### config.mk
export PLATFORM = sky130hd
export DESIGN_NAME = rf_wb_arbiter
export DESIGN_NICKNAME = d
export VERILOG_FILES = /design/src/rtl/rf_wb_arbiter.sv
export SDC_FILE = /design/constraint.sdc
export NUM_CORES = 1
export LEC_CHECK = 0
export ABC_AREA = 1
export ABC_CLOCK_PERIOD_IN_PS = 4500
export CORE_MARGIN = 1
export CORE_UTILIZATION = 25
export CTS_CLUSTER_DIAMETER = 200
export DETAILED_ROUTE_END_ITERATION = 8
export PLACE_DENSITY = 0.6
export RECOVER_POWER = 50
export SLEW_MARGIN = 20
export SYNTH_ARGS = -nofsm -noshare
export SYNTH_HDL_FRONTEND = slang
export SYNTH_SLANG_ARGS = --single-unit
export TNS_END_PERCENT = 100
### constraint.sdc
create_clock -name clk -period 4.5 [get_ports clk]
set_input_delay 0.9 -clock clk [delete_from_list [all_inputs] [get_ports clk]]
set_output_delay 0.9 -clock clk [all_outputs]
set_load 0.01 [all_outputs]
### src/rtl/rf_wb_arbiter.sv
// Register-file writeback arbiter: grants one of NUM_REQ sources per cycle and
// registers a one-hot write enable plus data. Define RF_WB_FIXED_PRIO_EN for fixed priority.
module rf_wb_arbiter #(
  parameter  int NUM_REQ = 3,
  parameter  int DATA_W  = 32,
  parameter  int ADDR_W  = 5,
  localparam int PTR_W   = $clog2(NUM_REQ),
  localparam int NREG    = 1 << ADDR_W
) (
  input  logic                      clk,
  input  logic                      reset,
  input  logic                      wb_stall,
  input  logic [NUM_REQ-1:0]        req_valid,
  input  logic [NUM_REQ*ADDR_W-1:0] req_addr,
  input  logic [NUM_REQ*DATA_W-1:0] req_data,
  output logic [NUM_REQ-1:0]        req_ready,
  output logic [NREG-1:0]           rf_we,
  output logic [DATA_W-1:0]         rf_wdata,
  output logic [ADDR_W-1:0]         rf_waddr,
  output logic                      wr_fire,
  output logic [PTR_W-1:0]          last_grant
);

  logic              found;
  logic              xfer;
  logic [PTR_W-1:0]  gnt_idx;
  logic [ADDR_W-1:0] gnt_addr;
  logic [DATA_W-1:0] gnt_data;

  always_comb begin
    found   = 1'b0;
    gnt_idx = '0;
`ifdef RF_WB_FIXED_PRIO_EN
    for (int i = 0; i < NUM_REQ; i++) begin
      if (!found && req_valid[i]) begin
        found   = 1'b1;
        gnt_idx = PTR_W'(i);
      end
    end
`else
    // Two passes give the wrap explicitly: indices above the pointer first,
    // then 0..last_grant, so no index >= NUM_REQ can ever be selected.
    for (int i = 0; i < NUM_REQ; i++) begin
      if (!found && req_valid[i] && (i > int'(last_grant))) begin
        found   = 1'b1;
        gnt_idx = PTR_W'(i);
      end
    end
    for (int i = 0; i < NUM_REQ; i++) begin
      if (!found && req_valid[i] && (i <= int'(last_grant))) begin
        found   = 1'b1;
        gnt_idx = PTR_W'(i);
      end
    end
`endif
    xfer      = found && !wb_stall && reset;
    req_ready = xfer ? (NUM_REQ'(1) << gnt_idx) : '0;
  end

  always_comb begin
    gnt_addr = '0;
    gnt_data = '0;
    for (int i = 0; i < NUM_REQ; i++) begin
      if (gnt_idx == PTR_W'(i)) begin
        gnt_addr = req_addr[i*ADDR_W +: ADDR_W];
        gnt_data = req_data[i*DATA_W +: DATA_W];
      end
    end
  end

  // x0 writes are still accepted and consume a grant, but never raise an enable.
  always_ff @(posedge clk) begin
    if (!reset) begin
      rf_we      <= '0;
      rf_wdata   <= '0;
      rf_waddr   <= '0;
      wr_fire    <= 1'b0;
      last_grant <= PTR_W'(NUM_REQ - 1);
    end else if (xfer) begin
      last_grant <= gnt_idx;
      rf_wdata   <= gnt_data;
      rf_waddr   <= gnt_addr;
      wr_fire    <= (gnt_addr != '0);
      rf_we      <= (gnt_addr != '0) ? (NREG'(1) << gnt_addr) : '0;
    end else begin
      rf_we   <= '0;
      wr_fire <= 1'b0;
    end
  end

endmodule
==> results.py, run 1 <==
metrics = {
    "timing": {
        "fmax_mhz": 275,
        "relSlewSlack_pct": 0.223,
        "setup-violations-final": 0,
        "fin_crit_sh_pct": 80.8,
        "clock_skew_ns": 0.00833,
        "setup-tns-final_ns": 0,
        "final-max-slew-violation-count": 0,
        "rsz0062_at_grt": "no",
        "setup_ws_ns": 0.862,
        "worstMarginPinSlew_ns": 1.50,
        "min_period_ns": 3.64,
        "hold_violations": 0,
    },
    "global_routing": {
        "use_met2_pct": 28.6,
        "grt_pass1_vias": 3289,
        "top_usage_layer": "met2",
        "gr-total-overflow": 0,
        "grt.total_usage_pct": 16.1,
        "grt_max_degree": 34,
        "grt_pass1_wl_um": 16200,
        "grt_use_met1_pct": 18.6,
        "antenna_found_initial": 0,
        "met3_usage_pct": 4.82,
    },
    "floorplan": {
        "start_util_pct": 25.6,
        "die-area_mm2": 0.0128,
        "die_x_um": 113,
        "num_rows": 40,
        "die_h_um": 113,
        "io-pin-count": 192,
        "core_mm2": 0.0120,
    },
    "yosys": {
        "synth_ff_type": "dfxtp_1",
        "syn_nets": 514,
        "ys_ff_latch": 72,
        "synth_edf_count": 0,
        "yosysSeqAreaShare_pct": 46.8,
        "syn_area_per_cell_um2": 7.75,
        "yosysMostFrequentCell": "nand2_1",
        "yosysUniqueCellTypes": 29,
        "async_flop_share_pct": 0,
        "synth_cells": 397,
        "synth_commonest_cells": "110 x nand2_1, 72 x dfxtp_1, 36 x nor2_1, 35 x o21ai_0, 28 x a21oi_1",
        "synthesis.yosys.warnings": 0,
        "netlist_area_mm2": 0.00308,
        "synth.area.top_cells": "dfxtp_1 47%, nand2_1 13%, o21ai_0 5.7%",
        "synth_largest_area_cell": "dfxtp_1",
        "synthDominantCellAreaShare_pct": 46.8,
    },
    "power": {
        "p_leak_nw": 2.29,
        "p_sw_mw": 0.491,
        "intPower_mw": 1.35,
        "power_density_mw_per_mm2": 338,
        "power_frac_seq_pct": 37.2,
        "total_power_mw": 1.84,
        "clkPwrFrac_pct": 42.3,
        "ir_drop_mv": 0.151,
        "p_comb_share_pct": 20.5,
        "swShare_pct": 26.7,
    },
    "worst_setup_path": {
        "worstReg2RegStart": "last_grant[1]",
        "crit_path_end": "req_ready[0]",
        "worst-path-max-fanout": 10,
        "crit_path_start": "req_valid[2]",
        "crit_path_end_kind": "primary output",
        "r2r_slack_ns": 1.93,
        "start_kind": "input port",
        "worstPathRequired_ns": 3.60,
        "worstSetupPathType": "in2out",
        "ff2ff_path_depth": 8,
        "worstPathArrival_ns": 2.74,
        "reg2reg_to": "rf_wdata[6]",
    },
    "routing": {
        "first_pass_iters": 4,
        "drt_wl_total_um": 10200,
        "vias": 3380,
        "post_drt_wl_per_cell_um": 13.8,
        "vias_per_cell": 4.58,
        "drt_iter0_markers": 114,
        "antenna_left": 0,
        "drt_drc_violations_left": 0,
    },
    "cells_and_area": {
        "seq_area_mm2": 0.00144,
        "fill_cells": 1205,
        "multiInputGateArea_mm2": 0.00146,
        "areaGrowthSynthToFinish_pct": 76.7,
        "finalNetCount": 703,
        "final_layout_size_suffix_gt1_share_pct": 9.98,
        "antenna_cells": 0,
    },
    "cts": {
        "cts_sinks": 72,
        "cts_resized": 0,
        "tritoncts": "done",
        "cts-buffers-inserted": 9,
        "clk_latency_ns": 0.33,
        "clockRootBuffer": "clkbuf_16",
        "post-cts-setup-buffers": 0,
        "clock_path_buffers": 2,
        "cts_max_level": 3,
        "clkTransAtPathRegs_ns": 0.06,
        "cts_hold_buf": 0,
    },
    "placement": {
        "gp_congestion": 0.815,
        "numPortBuffers": 191,
        "detailed_place_hpwl_um": 7850,
        "dp_slack_ns": 0.843,
    },
    "outcome": {
        "violations": "max-capacitance violations",
        "outcome": "complete, but fails checks",
    },
    "job": {
        "max_cap_viol_count": 1,
    },
    "hold_path": {
        "min_path_type": "reg2reg",
    },
}
-- per-stage QoR --
step | hold slack (ns) | instance area (um2) | std cells | utilization (%)
4_1_cts | 0.458 | 5440 | 738 | 45.3
2_1_floorplan | 0.475 | 3080 | 397 | -
3_3_place_gp | 0.442 | 5120 | 722 | 42.6
3_5_place_dp | 0.449 | 5120 | 722 | 42.6
6_report | 0.451 | 5440 | 738 | 45.3
5_1_grt | 0.483 | 5440 | 738 | 45.3
-- flip-flops by register name, indices dropped and copies added (netlist names) --
register / cells
rf_wdata: 32
rf_we: 32
rf_waddr: 5
last_grant: 2
wr_fire: 1
-- layout by cell type (no fill, tap or decap) --
master,count
a21oi_1,28
a22oi_1,1
a31oi_1,20
buf_4,6
bufinv_16,2
clkbuf_1,1
clkbuf_16,9
clkdlybuf4s50_1,119
clkinv_1,1
clkinvlp_4,2
conb_1,1
dfxtp_1,72
dlygate4sd3_1,72
inv_1,8
inv_2,8
inv_6,3
nand2_1,110
nand2_2,5
nand2_4,2
nand3_1,10
nand3_2,3
nand3_4,3
nand4_1,7
nor2_1,36
nor2_2,1
nor2_4,14
nor3_1,3
o21ai_0,35
o21ai_1,5
o21bai_2,1
o22ai_1,2
or2_1,1
-- routing by layer --
layer | wire length (um) | share of wire [%]
met4 | 159 | 1.6
met3 | 835 | 8.2
met2 | 4960 | 49
met1 | 4260 | 42
met5 | 0 | 0
-- worst max-delay path, cell delays in order --
cell and delay, ns:
clkdlybuf4s50_1 0.57, nand2_2 0.10, nand2_1 0.08, nand2_2 0.08, nand2_4 0.14, inv_2 0.07
nor2_4 0.08, inv_1 0.08, nor2_1 0.11, clkdlybuf4s50_1 0.54
-- worst min-delay path by stage --
stage | slack (ns) | end | start | cells after the start
CTS | 0.46 | rf_wdata[26] | rf_wdata[26] | 2
detailed placement | 0.45 | rf_wdata[26] | rf_wdata[26] | 2
global placement | 0.44 | rf_wdata[22] | rf_wdata[22] | 2
global route | 0.48 | rf_wdata[12] | rf_wdata[12] | 2
floorplan | 0.47 | rf_waddr[4] | rf_waddr[4] | 2
finish | 0.45 | rf_wdata[26] | rf_wdata[26] | 2
-- cell type report --
cell class / count / area share [%]
sequential: 72 / 26.5
timing repair buffer: 198 / 36.0
tap: 147 / 3.38
inverter: 17 / 1.17
clock buffer: 9 / 4.14
clock inverter: 7 / 1.86
multi-input combinational: 288 / 26.9
-- power groups by stage --
stage	clock network (mW)	logic (mW)	registers, mW
floorplan	0	0.163	0.713
global placement	0	0.387	0.698
detailed placement	0	0.389	0.699
CTS	0.799	0.391	0.685
global route	0.828	0.411	0.687
finish	0.777	0.376	0.684
-- kinds of logic (layout without fill, tap and decap cells) --
| kind of cell | Yosys count | in the layout | share of synthesized area, % |
|---|---|---|---|
| flip-flops | 72 | 72 | 46.8 |
| AND/OR/NAND/NOR | 195 | 195 | 31.3 |
| buffers and inverters | 37 | 231 | 5.61 |
| AO/OA/AOI/OAI | 92 | 92 | 16.1 |
| other | 1 | 1 | 0.122 |
Note: power is estimated with default switching activity, not from simulation.
==> inputs of run 2 (changes only) <==
ABC_CLOCK_PERIOD_IN_PS = 3100   (was 4500)
PLACE_DENSITY = 0.62   (was 0.6)
clock period = 3.1 ns   (was 4.5 ns; I/O delays follow)
==> run 2 against run 1 <==
The run now ends clean. Non-clock buffer count rose by 2. First-iteration DRC count decreased by 23%. Clock power is 36% higher. Via count is 0.38% lower. Combinational power up 46%. Core utilization hardly changed. Critical path depth unchanged. Sequential power increased by 45%. Cell count increased by 0.27%. Design area hardly changed. Sequential share of layout area is essentially flat. Clock skew decreased by 0.0034 ns. Largest power group unchanged. Highest routed layer unchanged.
==> results.py, run 2 (synthesis gave the netlist of run 1 again) <==
metrics = {
    "timing": {
        "rsz0062_at_grt": "no",
        "hold_violations": 0,
        "clock_skew_ns": 0.00489,
        "relSlewSlack_pct": 61.4,
        "fmax_mhz": 343,
        "fin_crit_sh_pct": 94.1,
        "min_period_ns": 2.92,
        "final-max-slew-violation-count": 0,
        "worstMarginPinSlew_ns": 0.575,
        "setup-violations-final": 0,
        "setup-tns-final_ns": 0,
        "hold-worst-slack_ns": 0.452,
    },
    "worst_setup_path": {
        "crit_chain": "clkdlybuf4s50_1 > nand2_2 > nand2_1 > nand2_2 > nand2_4 > inv_2 > nor2_4 > inv_1 > nor2_1 > clkdlybuf4s50_1",
        "start_kind": "input port",
        "worstReg2RegStart": "last_grant[1]",
        "crit_path_end_kind": "primary output",
        "critPathMaxStageDelay_ns": 0.54,
        "r2r_slack_ns": 0.84,
        "worstPathArrival_ns": 2.30,
        "reg2reg_to": "rf_we[1]",
        "worst-path-max-fanout": 5,
        "worstPathRequired_ns": 2.48,
        "worstSetupPathType": "in2out",
        "ff2ff_path_depth": 13,
        "cp_slowest_cell": "clkdlybuf4s50_1",
    },
    "global_routing": {
        "grt_pass1_wl_um": 15900,
        "gr-total-overflow": 0,
        "grt_max_degree": 34,
        "antenna_found_initial": 0,
        "grt_pass1_vias": 3285,
        "grt.total_usage_pct": 16.2,
    },
    "power": {
        "p_leak_nw": 2.31,
        "ir_drop_mv": 0.258,
        "total_power_mw": 2.60,
        "power_density_mw_per_mm2": 477,
    },
    "cts": {
        "post-cts-setup-buffers": 0,
        "cts_max_level": 3,
        "cts_sinks": 72,
        "clk_latency_ns": 0.33,
        "clkTransAtPathRegs_ns": 0.06,
        "clock_path_buffers": 2,
        "cts_hold_buf": 0,
        "cts-buffers-inserted": 9,
        "tritoncts": "done",
        "clockRootBuffer": "clkbuf_16",
    },
    "placement": {
        "place_inst": 724,
        "postPlaceCellArea_mm2": 0.00513,
        "detailed_place_hpwl_um": 7890,
        "gp_congestion": 0.840,
        "numPortBuffers": 191,
    },
    "cells_and_area": {
        "areaGrowthSynthToFinish_pct": 76.7,
        "final_layout_size_suffix_gt1_share_pct": 10.5,
        "final_cell_mix": "118 x clkdlybuf4s50_1, 110 x nand2_1, 72 x dfxtp_1, 72 x dlygate4sd3_1, 36 x nor2_1",
        "stdcell_count": 740,
        "finalNetCount": 705,
        "final_cell_area_mm2": 0.00544,
        "layout_commonest_cell": "clkdlybuf4s50_1",
        "fill_cells": 1222,
        "reg_top3": "rf_wdata: 32 flops, rf_we: 32 flops, rf_waddr: 5 flops",
        "antenna_cells": 0,
    },
    "routing": {
        "vias": 3367,
        "post_drt_wl_per_cell_um": 14.0,
        "drt_iter0_markers": 88,
        "vias_per_cell": 4.55,
        "antenna_left": 0,
        "drt_wl_total_um": 10400,
        "drt_drc_violations_left": 0,
        "first_pass_iters": 4,
    },
    "floorplan": {
        "die-area_mm2": 0.0128,
        "num_rows": 40,
        "die_h_um": 113,
        "start_util_pct": 25.6,
        "core_mm2": 0.0120,
        "die_x_um": 113,
        "io-pin-count": 192,
    },
    "hold_path": {
        "min_path_type": "reg2reg",
        "hp-start": "rf_waddr[4]",
        "min_to": "rf_waddr[4]",
        "min_path_cells": 2,
    },
    "outcome": {
        "outcome": "completed",
    },
    "job": {
        "max_cap_viol_count": 0,
    },
}
run 2: cell count changes in the layout (fill, tap and decap cells not counted), sizes merged:
cell	delta
clkdlybuf4s50	-1
bufinv	-1
clkbuf	-1
clkinv	+2
clkinvlp	-1
dlymetal6s2s	+1
buf	+3
run 2: power breakdown:
group	internal, mW	total, mW	switching [mW]
combinational	0.270	0.548	0.277
sequential	0.972	0.993	0.0213
clock	0.631	1.06	0.424
total	1.87	2.60	0.723
run 2: timing repair:
| item | 4_1_cts | 5_1_grt |
|---|---|---|
| endpoints found under the setup margin | 0 | 3 |
| gates resized for setup | 0 | 1 |
| hold endpoints to repair | 0 | 0 |
run 2: how the worst max path moves through the flow:
stage / cells after the start / to / from / slack, ns
after CTS: 8 / req_ready[2] / req_valid[1] / 0.05
final: 10 / req_ready[0] / req_valid[2] / 0.18
after detailed placement: 8 / req_ready[2] / req_valid[1] / 0.06
after global routing: 10 / req_ready[0] / req_valid[2] / 0.04
after global placement: 8 / req_ready[0] / req_valid[1] / 0.13
after floorplan: 7 / req_ready[0] / req_valid[0] / 0.87
run 2: per-stage QoR:
stage,setup slack (ns),utilization (%)
2_1_floorplan,0.874,-
3_3_place_gp,0.133,42.7
3_5_place_dp,0.0629,42.7
4_1_cts,0.0475,45.3
5_1_grt,0.0364,45.3
6_report,0.183,45.3
run 2: layout make-up:
cell class,count,area (um2),share of cell area [%]
Clock buffer,9,225,4.14
Multi-Input combinational cell,288,1460,26.9
Timing Repair Buffer,200,1980,36.4
Sequential cell,72,1440,26.5
Clock inverter,7,77.6,1.43
Tap cell,147,184,3.38
Inverter,17,63.8,1.17
run 2: worst max-delay path: cells and delay by family:
kind,cells,cell delay (ns)
buf+inv,4,1.17
simple gates,6,0.50
run 2: layer usage:
metal | GRT usage, % | vias to the layer above | wire [um]
met3 | 5.95 | 14 | 930
met2 | 27.4 | 147 | 4770
li1 | - | 1697 | -
met1 | 18.8 | 1509 | 4480
met5 | 0 | - | 0
met4 | 6.14 | 0 | 172
